### src/rtl/accel_job_sched.sv
// Job scheduler for the FIR/matrix-multiply accelerator: queues host jobs, issues mode-start
// pulses, watches stream handshakes for completion/length/stall, and posts one completion record per job.
module accel_job_sched #(
    parameter int QDEPTH   = 4,
    parameter int NUM_TAPS = 11,
    parameter int TIMEOUT  = 1024
) (
    input  logic                     clk,
    input  logic                     rst,
    input  logic                     cmd_valid,
    output logic                     cmd_ready,
    input  logic [1:0]               cmd_mode,
    input  logic [15:0]              cmd_len,
    input  logic [3:0]               cmd_tag,
    output logic                     tap_mode,
    output logic                     fir_mode,
    output logic                     mm_mode,
    output logic                     acc_flush,
    input  logic                     ss_fire,
    input  logic                     sm_fire,
    input  logic                     sm_last,
    output logic                     done_valid,
    input  logic                     done_ready,
    output logic [3:0]               done_tag,
    output logic [1:0]               done_status,
    output logic [15:0]              done_beats,
    output logic                     irq,
    output logic                     busy,
    output logic [$clog2(QDEPTH):0]  q_count
);

    localparam int AW = $clog2(QDEPTH);
    localparam int CW = AW + 1;
    localparam int WW = $clog2(TIMEOUT + 1);

    localparam logic [1:0] MODE_ILL = 2'b00;
    localparam logic [1:0] MODE_TAP = 2'b01;
    localparam logic [1:0] MODE_FIR = 2'b10;
    localparam logic [1:0] MODE_MM  = 2'b11;

    localparam logic [1:0] ST_OK  = 2'b00;
    localparam logic [1:0] ST_LEN = 2'b01;
    localparam logic [1:0] ST_TMO = 2'b10;
    localparam logic [1:0] ST_ILL = 2'b11;

    typedef enum logic [1:0] {IDLE, LAUNCH, RUN, REPORT} state_t;

    function automatic logic [15:0] sat_inc(input logic [15:0] v);
        return (v == 16'hFFFF) ? v : v + 16'd1;
    endfunction

    // Job FIFO storage; contents are only meaningful between the pointers, so no reset.
    logic [1:0]    q_mode [QDEPTH];
    logic [15:0]   q_len  [QDEPTH];
    logic [3:0]    q_tag  [QDEPTH];
    logic [AW-1:0] wr_ptr;
    logic [AW-1:0] rd_ptr;
    logic [CW-1:0] count;

    state_t        state;
    logic [1:0]    job_mode;
    logic [15:0]   job_len;
    logic [3:0]    job_tag;
    logic [1:0]    res_status;
    logic [15:0]   beat_cnt;
    logic [15:0]   next_beats;
    logic [WW-1:0] wdog;
    logic [1:0]    head_mode;
    logic          push;
    logic          pop;

    assign cmd_ready  = (count != CW'(QDEPTH));
    assign push       = cmd_valid & cmd_ready;
    assign pop        = (state == IDLE) && (count != '0) && !done_valid;
    assign head_mode  = q_mode[rd_ptr];
    assign next_beats = sat_inc(beat_cnt);
    assign q_count    = count;
    assign irq        = done_valid;
    assign busy       = (state != IDLE) || (count != '0);

    always_ff @(posedge clk) begin
        if (push) begin
            q_mode[wr_ptr] <= cmd_mode;
            q_len[wr_ptr]  <= cmd_len;
            q_tag[wr_ptr]  <= cmd_tag;
        end
    end

    always_ff @(posedge clk) begin
        if (rst) begin
            wr_ptr <= '0;
            rd_ptr <= '0;
            count  <= '0;
        end else begin
            if (push) wr_ptr <= wr_ptr + 1'b1;
            if (pop)  rd_ptr <= rd_ptr + 1'b1;
            case ({push, pop})
                2'b10:   count <= count + 1'b1;
                2'b01:   count <= count - 1'b1;
                default: count <= count;
            endcase
        end
    end

    // Job registers carry data only; they are always written before use.
    always_ff @(posedge clk) begin
        if (pop) begin
            job_mode <= head_mode;
            job_len  <= q_len[rd_ptr];
            job_tag  <= q_tag[rd_ptr];
        end
    end

    always_ff @(posedge clk) begin
        if (rst) begin
            state       <= IDLE;
            tap_mode    <= 1'b0;
            fir_mode    <= 1'b0;
            mm_mode     <= 1'b0;
            acc_flush   <= 1'b0;
            beat_cnt    <= '0;
            wdog        <= '0;
            res_status  <= ST_OK;
            done_valid  <= 1'b0;
            done_tag    <= '0;
            done_status <= '0;
            done_beats  <= '0;
        end else begin
            tap_mode  <= 1'b0;
            fir_mode  <= 1'b0;
            mm_mode   <= 1'b0;
            acc_flush <= 1'b0;
            if (done_valid && done_ready) done_valid <= 1'b0;

            case (state)
                IDLE: begin
                    if (pop) begin
                        if (head_mode == MODE_ILL) begin
                            res_status <= ST_ILL;
                            beat_cnt   <= '0;
                            state      <= REPORT;
                        end else begin
                            tap_mode <= (head_mode == MODE_TAP);
                            fir_mode <= (head_mode == MODE_FIR);
                            mm_mode  <= (head_mode == MODE_MM);
                            state    <= LAUNCH;
                        end
                    end
                end
                LAUNCH: begin
                    beat_cnt <= '0;
                    wdog     <= '0;
                    state    <= RUN;
                end
                RUN: begin
                    if (job_mode == MODE_TAP) begin
                        if (ss_fire) begin
                            beat_cnt <= next_beats;
                            if (next_beats == 16'(NUM_TAPS)) begin
                                res_status <= ST_OK;
                                state      <= REPORT;
                            end
                        end
                    end else if (sm_fire) begin
                        beat_cnt <= next_beats;
                        // The closing beat is counted before comparing against the requested length.
                        if (sm_last) begin
                            res_status <= (next_beats == job_len) ? ST_OK : ST_LEN;
                            state      <= REPORT;
                        end
                    end

                    if (ss_fire || sm_fire) begin
                        wdog <= '0;
                    end else if (wdog == WW'(TIMEOUT - 1)) begin
                        acc_flush  <= 1'b1;
                        res_status <= ST_TMO;
                        state      <= REPORT;
                    end else begin
                        wdog <= wdog + 1'b1;
                    end
                end
                REPORT: begin
                    done_valid  <= 1'b1;
                    done_tag    <= job_tag;
                    done_status <= res_status;
                    done_beats  <= beat_cnt;
                    state       <= IDLE;
                end
                default: state <= IDLE;
            endcase
        end
    end

endmodule

### config.mk
export PLATFORM = sky130hd
export DESIGN_NAME = accel_job_sched
export DESIGN_NICKNAME = d
export VERILOG_FILES = /design/src/rtl/accel_job_sched.sv
export SDC_FILE = /design/constraint.sdc
export NUM_CORES = 1
export LEC_CHECK = 0
export ABC_AREA = 1
export BUFFER_PORTS_ARGS = -buffer_cell sky130_fd_sc_hd__buf_2
export CORE_MARGIN = 2
export CORE_UTILIZATION = 59
export DETAILED_ROUTE_END_ITERATION = 10
export GPL_ROUTABILITY_DRIVEN = 0
export PLACE_DENSITY_LB_ADDON = 0.05
export RECOVER_POWER = 25
export SYNTH_ARGS = -nofsm -noshare
export SYNTH_HDL_FRONTEND = slang
export SYNTH_SLANG_ARGS = --single-unit
### constraint.sdc
create_clock -name clk -period 4 [get_ports clk]
set_clock_uncertainty 0.1 [all_clocks]
set_input_delay 0.2 -clock clk [delete_from_list [all_inputs] [get_ports clk]]
set_output_delay 0.2 -clock clk [all_outputs]
set_load 0.005 [all_outputs]
==> flow_metrics.env <==
export IMPL_status="complete, no violations"
export IMPL_postCtsSetupRepairBufs=0
export IMPL_ir_worst_vdd_mv=0.418
export IMPL_slew_violations=0
export IMPL_synth_fp_nets=815
export IMPL_cts_path_max_buffers=2
export IMPL_ios=62
export IMPL_power_frac_clock_pct=28.7
export IMPL_crit_top_cell="nand2_1"
export IMPL_synthFlopType="edfxtp_1"
export IMPL_synth_seq_cells=177
export IMPL_synth_edf_count=110
export IMPL_r2r_start="wdog[0]"
export IMPL_syn_inst=778
export IMPL_drc=0
export IMPL_drtAntennaViolNets=0
export IMPL_die_w_microns=116
export IMPL_vias=5539
export IMPL_placedCellCount=989
export IMPL_internal_power_mw=3.49
export IMPL_post_route_min_period_ps=2580
export IMPL_multi_input_area_sq_um=2440
export IMPL_cts_inserted_buffers=17
export IMPL_seq_area_sq_um=4640
export IMPL_cp_max_fo=11
export IMPL_htreeDepth=4
export IMPL_drt_wl_total_microns=14900
export IMPL_endpoint_kind="flip-flop"
export IMPL_hold_class="in2reg"
export IMPL_cp_arrival_ps=2820
export IMPL_die_h_microns=116
export IMPL_worst_pin_slew_ps=1130
export IMPL_drive_gt1_share_pct=11.6
export IMPL_path_clk_slew_ps=60
export IMPL_ys_seq_area_share_pct=62.3
export IMPL_syn_avg_cell_area_sq_um=9.59
export IMPL_power_density_nw_per_um2=585
export IMPL_min_from="sm_last"
export IMPL_holdWs_ps=101
export IMPL_antenna_found_initial=0
export IMPL_fin_crit_sh_pct=64.4
export IMPL_final_cell_mix="143 x nand2_1, 122 x nor2_1, 110 x edfxtp_1"
export IMPL_final_common_cell="nand2_1"
export IMPL_ys_types=41
export IMPL_rsz0062_at_grt="false"
export IMPL_setup_viol=0
export IMPL_cts_tree="yes"
export IMPL_p_sw_share_pct=31.1
export IMPL_postCtsHoldBufs=25
export IMPL_grt_pass1_vias=5103
export IMPL_hold_violations=0
export IMPL_async_flop_share_pct=0
export IMPL_fp_coreArea_sq_um=12500
export IMPL_viasPerCell=5.31
export IMPL_critical_path_slowest_cell="dfxtp_1"
export IMPL_clock_fmax_ghz=0.388
export IMPL_initial_core_util_pct=59.8
export IMPL_critPathBufInv=2
export IMPL_path_class="reg2reg"
export IMPL_path_cells="ha_1 -> nand2_1 -> nor3b_2 -> nand3_1 -> inv_1 -> nand3_1 -> nor2_1 -> nand2_1 -> nand2_1 -> o21ai_1 -> nor2_2 -> inv_1 -> a21oi_1"
export IMPL_crit_start="wdog[0]"
export IMPL_dieArea_sq_um=13600
export IMPL_insertedDiodeCount=0
export IMPL_relSlewSlack_pct=24.8
export IMPL_grt_max_degree=43
export IMPL_layout_cells_non_filler=1044
export IMPL_placed_area_sq_um=7910
export IMPL_syn_cell_area_sq_um=7460
export IMPL_startpoint_type="flip-flop"
export IMPL_drt_iter0_drc=411
export IMPL_fin_area_sq_um=8650
export IMPL_clock_sinks=177
export IMPL_cp_top_family="simple AND/OR/NAND/NOR gates"
export IMPL_drt_wirelength_per_cell_microns=14.2
export IMPL_dpl_hpwl_microns=9610
export IMPL_placementRows=41
export IMPL_required_ps=4240
export IMPL_overflow=0
export IMPL_syn2layout_area_growth_pct=16.0
export IMPL_cts_root_buffer="clkbuf_16"
export IMPL_fillers=976
export IMPL_clk_latency_ps=430
export IMPL_final_util_pct=69.4
export IMPL_yosysWarningCount=0
export IMPL_cts_resized=0
export IMPL_combPwrFrac_pct=22.6
export IMPL_fin_nets=898
export IMPL_p_sw_mw=1.58
export IMPL_p_seq_share_pct=48.7
export IMPL_io_buffers=61
export IMPL_final_setup_tns_ps=0
export IMPL_p_leak_nw=3.34
export IMPL_first_pass_iters=5
export IMPL_slowest_delay_ps=380
export IMPL_cap_violations=0
export IMPL_grtUsageTotal_pct=23.0
export IMPL_grt_pass1_wl_microns=23400
==> cell families after synthesis <==
kind of cell	Yosys count	synth area share, %
flip-flops	177	62.3
buffers and inverters	96	5.18
adder cells (fa/ha/maj)	8	1.44
XOR/XNOR	8	0.940
AO/OA/AOI/OAI	154	11.2
AND/OR/NAND/NOR	335	19.0
==> path summary, 6_finish.rpt <==
path / slack (ps) / end / cells past startpoint
setup / recovery: 1420 / wdog[2] / 13
hold / removal: 100 / state[0] / 5
setup reg to reg: 1420 / wdog[2] / 13
hold reg to reg: 350 / wdog[10] / 2
==> through the flow <==
stage / setup slack [ps] / power [mW]
after floorplan: 990 / 3.27
after detailed placement: 1530 / 3.63
final: 1420 / 5.06
after global routing: 1120 / 5.34
after global placement: 1600 / 3.59
after CTS: 1480 / 5.10
==> tightest hold or removal path: cells and delay by family <==
kind | cells | cell delay [ps]
buffers and inverters | 2 | 130
AND/OR/NAND/NOR | 3 | 280
==> power by group through the flow <==
stage,clock network (mW),logic (mW),registers (mW)
floorplan,0,0.799,2.47
global placement,0,1.09,2.49
detailed placement,0,1.12,2.50
CTS,1.49,1.15,2.46
global route,1.56,1.29,2.49
finish,1.45,1.14,2.46
==> registers in the layout, indices dropped and copies added (netlist names), 3 cells and up, named ones only <==
name,flops
beat_cnt,16
done_beats,16
done_tag,4
job_len,16
job_tag,4
q_count,3
q_len,64
q_mode,8
q_tag,16
wdog,11
==> synth_stat cells, drive strengths merged (2+ instances only) <==
master	instances	share of area, %
a32o	2	0.27
o21ai	78	5.3
dfxtp	67	18
clkbuf	21	1.1
nand2	151	8.1
a21oi	48	3.3
nand3b	3	0.30
nor2	132	7.0
nand4	5	0.42
ha	7	1.2
nand3	34	2.3
xor2	6	0.70
edfxtp	110	44
xnor2	2	0.23
inv	67	3.4
o22ai	20	1.7
nor3	5	0.40
buf	7	0.69
nor4	2	0.17
a31oi	2	0.17
==> routing by layer <==
metal | wire length (microns) | vias up | track usage [%]
li1 | - | 2792 | -
met1 | 6300 | 2531 | 27.7
met2 | 7280 | 180 | 38.7
met3 | 882 | 36 | 6.64
met4 | 407 | 0 | 10.6
met5 | 0 | - | 0
==> final cells by class <==
class | count | share of cell area (%)
Clock buffer | 19 | 5.01
Clock inverter | 11 | 0.969
Inverter | 68 | 2.97
Multi-Input combinational cell | 505 | 28.2
Sequential cell | 177 | 53.7
Tap cell | 172 | 2.49
Timing Repair Buffer | 92 | 6.64
Power figures use the tool's default switching activity.
